`config.mk`:
```
export PLATFORM = sky130hd
export DESIGN_NAME = afc_sar_controller
export DESIGN_NICKNAME = d
export VERILOG_FILES = /design/src/rtl/afc_sar_controller.sv
export SDC_FILE = /design/constraint.sdc
export NUM_CORES = 1
export LEC_CHECK = 0
export CORE_MARGIN = 8
export CORE_UTILIZATION = 62
export DETAILED_ROUTE_END_ITERATION = 12
export MAX_ROUTING_LAYER = met4
export PLACE_DENSITY = 0.86
export SLEW_MARGIN = 10
export SYNTH_ARGS = -nofsm -noshare
export SYNTH_HDL_FRONTEND = slang
export SYNTH_SLANG_ARGS = --single-unit
export TNS_END_PERCENT = 50
```
`constraint.sdc`:
```
create_clock -name clk -period 3.5 [get_ports clk]
set_clock_uncertainty 0.15 [all_clocks]
set_input_delay 0.525 -clock clk [delete_from_list [all_inputs] [get_ports clk]]
set_output_delay 0.525 -clock clk [all_outputs]
set_load 0.01 [all_outputs]
```
`src/rtl/afc_sar_controller.sv`:
```
// Successive-approximation search on the 9-bit VCO capacitor code.
// Each trial settles, counts divided-VCO edges over a window, then keeps or drops one bit.
module afc_sar_controller #(
  parameter int SETTLE_CYC = 16,
  parameter int WIN_CYC    = 512,
  parameter int TARGET     = 100,
  parameter int CNT_W      = 10
) (
  input  logic             clk,
  input  logic             rstn,
  input  logic             start,
  input  logic             vco_div,
  output logic [8:0]       cap_code,
  output logic             afc_busy,
  output logic             afc_done,
  output logic [CNT_W-1:0] meas_cnt
);

  typedef enum logic [2:0] {S_IDLE, S_SETTLE, S_MEASURE, S_DECIDE, S_DONE} state_t;

  localparam int TMR_W = $clog2((SETTLE_CYC > WIN_CYC) ? SETTLE_CYC : WIN_CYC);
  localparam logic [TMR_W-1:0] SETTLE_LAST = TMR_W'(SETTLE_CYC - 1);
  localparam logic [TMR_W-1:0] WIN_LAST    = TMR_W'(WIN_CYC - 1);
  localparam logic [CNT_W-1:0] CNT_MAX     = '1;
  localparam logic [CNT_W-1:0] TGT         = CNT_W'(TARGET);

  state_t           state_q, state_d;
  logic [2:0]       sync_q, sync_d;
  logic [TMR_W-1:0] tmr_q, tmr_d;
  logic [CNT_W-1:0] edge_cnt_q, edge_cnt_d;
  logic [CNT_W-1:0] meas_cnt_q, meas_cnt_d;
  logic [8:0]       cap_code_q, cap_code_d;
  logic [3:0]       idx_q, idx_d;
  logic             busy_q, busy_d;
  logic             done_q, done_d;

  logic             edge_pulse;
  logic [CNT_W-1:0] cnt_next;
  logic [8:0]       bit_m;

  always_comb begin
    sync_d     = {sync_q[1:0], vco_div};
    edge_pulse = sync_q[1] & ~sync_q[2];
    // Saturating increment; the edge on the final window cycle is still included.
    cnt_next   = (edge_cnt_q == CNT_MAX) ? CNT_MAX : edge_cnt_q + CNT_W'(edge_pulse);
    bit_m      = 9'd1 << idx_q;

    state_d    = state_q;
    tmr_d      = tmr_q;
    edge_cnt_d = edge_cnt_q;
    meas_cnt_d = meas_cnt_q;
    cap_code_d = cap_code_q;
    idx_d      = idx_q;
    busy_d     = busy_q;
    done_d     = done_q;

    case (state_q)
      S_IDLE, S_DONE: begin
        if (start) begin
          cap_code_d = 9'h100;
          idx_d      = 4'd8;
          busy_d     = 1'b1;
          done_d     = 1'b0;
          tmr_d      = '0;
          state_d    = S_SETTLE;
        end
      end
      S_SETTLE: begin
        if (tmr_q == SETTLE_LAST) begin
          tmr_d      = '0;
          edge_cnt_d = '0;
          state_d    = S_MEASURE;
        end else begin
          tmr_d = tmr_q + 1'b1;
        end
      end
      S_MEASURE: begin
        edge_cnt_d = cnt_next;
        if (tmr_q == WIN_LAST) begin
          tmr_d      = '0;
          meas_cnt_d = cnt_next;
          state_d    = S_DECIDE;
        end else begin
          tmr_d = tmr_q + 1'b1;
        end
      end
      S_DECIDE: begin
        // A low count means the VCO is too slow: drop this capacitor bit.
        if (meas_cnt_q < TGT) cap_code_d = cap_code_q & ~bit_m;
        if (idx_q != 4'd0) begin
          cap_code_d = cap_code_d | (bit_m >> 1);
          idx_d      = idx_q - 4'd1;
          state_d    = S_SETTLE;
        end else begin
          busy_d  = 1'b0;
          done_d  = 1'b1;
          state_d = S_DONE;
        end
      end
      default: state_d = S_IDLE;
    endcase
  end

  always_ff @(posedge clk or negedge rstn) begin
    if (!rstn) begin
      state_q    <= S_IDLE;
      sync_q     <= '0;
      tmr_q      <= '0;
      edge_cnt_q <= '0;
      meas_cnt_q <= '0;
      cap_code_q <= 9'h000;
      idx_q      <= 4'd0;
      busy_q     <= 1'b0;
      done_q     <= 1'b0;
    end else begin
      state_q    <= state_d;
      sync_q     <= sync_d;
      tmr_q      <= tmr_d;
      edge_cnt_q <= edge_cnt_d;
      meas_cnt_q <= meas_cnt_d;
      cap_code_q <= cap_code_d;
      idx_q      <= idx_d;
      busy_q     <= busy_d;
      done_q     <= done_d;
    end
  end

  assign cap_code = cap_code_q;
  assign afc_busy = busy_q;
  assign afc_done = done_q;
  assign meas_cnt = meas_cnt_q;

endmodule

```
==> impl_metrics.tcl <==
set metrics [dict create \
    die_w_um 82.4 \
    synthesis.area_um2 2740 \
    placedCellCount 343 \
    synth_seq_area_share_pct 45.7 \
    tightest_slew_ns 0.783 \
    cts_sinks 50 \
    async_reset_ff_share_pct 100 \
    pre_cts_ws_ns 1.13 \
    clkLatencyLatePin_ns 0.30 \
    fin_ws_ns 1.11 \
    hold_viol_final 0 \
    areaGrowthSynthToFinish_pct 12.9 \
    synth-seq-cells 50 \
    synth_cell_type_count 57 \
    antenna_cells 0 \
    avgRoutedWirePerCell_um 16.4 \
    regArea_um2 1250 \
    hp-class "primary input to async pin" \
    critical_path_required_ns 3.54 \
    yosys_warnings 0 \
    drt_iter0_drc 260 \
    pwr-share-seq_pct 47.4 \
    gp_congestion 0.887 \
    yosys.area.top_type "dfrtp_1" \
    period_share_pct 68.2 \
    grt_pass1_vias 2196 \
    path_max_fanout 17 \
    grt_pass1_wl_mm 9.94 \
    layout_common_cells "dfrtp_1, nand2_1, clkdlybuf4s50_1" \
    endpoint_kind "flop" \
    first_pass_iters 4 \
    post-cts-setup-buffers 0 \
    fin_tns_setup_ns 0 \
    ir_worst_vdd_uv 368 \
    drive_gt1_share_pct 9.00 \
    synth_edf_count 0 \
    switching_share_pct 35.5 \
    cts_inserted_buffers 5 \
    multiInputGateArea_um2 1370 \
    slowest_stage "and2_1" \
    power.share.combinational_pct 29.1 \
    grt_overflow 0 \
    die-area_um2 6800 \
    drc 0 \
    total_leakage_power_uw 0.00131 \
    die_h_um 82.4 \
    syn_nets 292 \
    core.rowCount 24 \
    fillers 327 \
    instances_no_fill 352 \
    fin_util_pct 72.0 \
    cts_htree_levels 2 \
    setup_violations 0 \
    detailed_place_hpwl_mm 4.09 \
    cts_hold_buf 0 \
    cp-start-kind "flop" \
    clkTransAtPathRegs_ns 0.09 \
    max_cap_violations 0 \
    post_drt_via_cell_ratio 6.26 \
    status "finished clean" \
    grt_max_degree 51 \
    drv_slew 0 \
    layout_commonest_cell "dfrtp_1" \
    power.internal_uw 1060 \
    slew_headroom_pct 47.6 \
    synthCells 279 \
    core_um2 4290 \
    netSwitchingPower_uw 587 \
    critPathMaxStageDelay_ns 0.50 \
    p_per_area_nw_per_um2 534 \
    grt_usage_pct 19.0 \
    clk_path_buf_depth 2 \
    rsz0062_at_grt "false" \
    cts-root-buf "clkbuf_8" \
    avgSynthCellArea_um2 9.81 \
    grt_antenna_before_repair 0 \
    detail-route-antenna-nets 0 \
    fin_nets 312 \
    cts_tree "yes" \
    start_util_pct 63.7 \
    ys_top_cells_by_area "dfrtp_1, nand2_1, ha_1, o21ai_0, a21oi_1" \
    synth_top_area_share_pct 45.7 \
    cp.arrival_ns 2.43 \
    criticalPathCategory "flop to flop" \
    path_common_cell "ha_1" \
    via_count 2202 \
    layout_min_cycle_time_ns 2.39 \
    clock.fmax_ghz 0.419 \
    io_pins 25 \
    drt-total-wl_mm 5.76 \
    power.total_uw 1650 \
    port_buffers 24 \
    clockPowerShare_pct 23.5 \
    crit_chain "ha_1 > nand3_1 > nor3_1 > ha_1 > and2_1 > and2_4 > a21oi_1" \
    synth_top_flop_cell "dfrtp_1" \
    cts-resized-gates 0 \
]
==> metrics by stage <==
step	area (um2)	hold WS, ns
floorplan	2740	0.0794
global placement	2960	0.186
detailed placement	2960	0.189
CTS	3070	0.209
global route	3090	0.0776
finish	3090	0.0416
==> worst max-delay path, delay by kind of cell, from the launching register on <==
| family | cells | cell delay [ns] |
|---|---|---|
| compound gates | 1 | 0.06 |
| simple gates | 4 | 1.17 |
| fa+ha+maj | 2 | 0.48 |
| flops | 1 | 0.41 |
==> routing by layer <==
| layer | routed length, um | up-vias | part of all wire [%] | track usage, % |
|---|---|---|---|---|
| li1 | - | 1059 | - | - |
| met1 | 2480 | 1051 | 43 | 22.9 |
| met2 | 2800 | 77 | 49 | 29.5 |
| met3 | 347 | 15 | 6.0 | 4.00 |
| met4 | 134 | 0 | 2.3 | 9.65 |
| met5 | 0 | - | 0 | - |
==> cell families (layout without fill, tap and decap cells) <==
kind of cell             Yosys count  after routing  share of synthesized area [%]
AND/OR/NAND/NOR                  102            102                           20.8
AO/OA/AOI/OAI                     86             86                           22.0
flip-flops                        50             50                           45.7
buffers and inverters             22             43                           4.16
adder cells (fa/ha/maj)            9              9                           4.12
XOR/XNOR                           9              9                           2.88
multiplexers                       1              1                          0.366
==> state kept, by name (all words and copies together) (netlist names) <==
register / flops
sync_q: 3
tmr_q: 9
state_q: 3
afc_busy: 1
meas_cnt: 10
idx_q: 4
afc_done: 1
cap_code: 9
edge_cnt_q: 10
==> power groups by stage <==
stage / registers [uW] / clock network [uW] / logic (uW)
after detailed placement: 788 / 0 / 478
final: 782 / 388 / 481
after CTS: 778 / 396 / 479
after global routing: 798 / 416 / 534
after global placement: 781 / 0 / 461
after floorplan: 748 / 0 / 388
==> cells in the mapped netlist (6+ instances only) <==
| library cell | n |
|---|---|
| inv_1 | 10 |
| nand2_1 | 31 |
| o21ai_0 | 20 |
| ha_1 | 9 |
| nor3_1 | 9 |
| xnor2_1 | 6 |
| o211ai_1 | 7 |
| a22o_1 | 8 |
| nand3_1 | 13 |
| a21oi_1 | 15 |
| nor2_1 | 19 |
| dfrtp_1 | 50 |
==> worst paths after layout <==
check                           slack [ns]  cells after the start      start            end
worst max-delay path                  1.11                      7   tmr_q[0]    meas_cnt[9]
worst min-delay path                  0.04                      1       rstn       tmr_q[0]
worst max register to register        1.11                      7   tmr_q[0]    meas_cnt[9]
worst min register to register        0.21                      0  sync_q[0]      sync_q[1]
max in group asynchronous             2.64                      2       rstn  edge_cnt_q[3]
min in group clk                      0.21                      0  sync_q[0]      sync_q[1]
==> layout make-up <==
cell class,count,area share [%]
flip-flops and latches,50,40.5
clock buffers,8,3.56
multi-input cells,207,44.4
inverters,10,1.21
well taps,52,2.11
repair buffers,25,8.26
(Power assumes the default switching activity.)
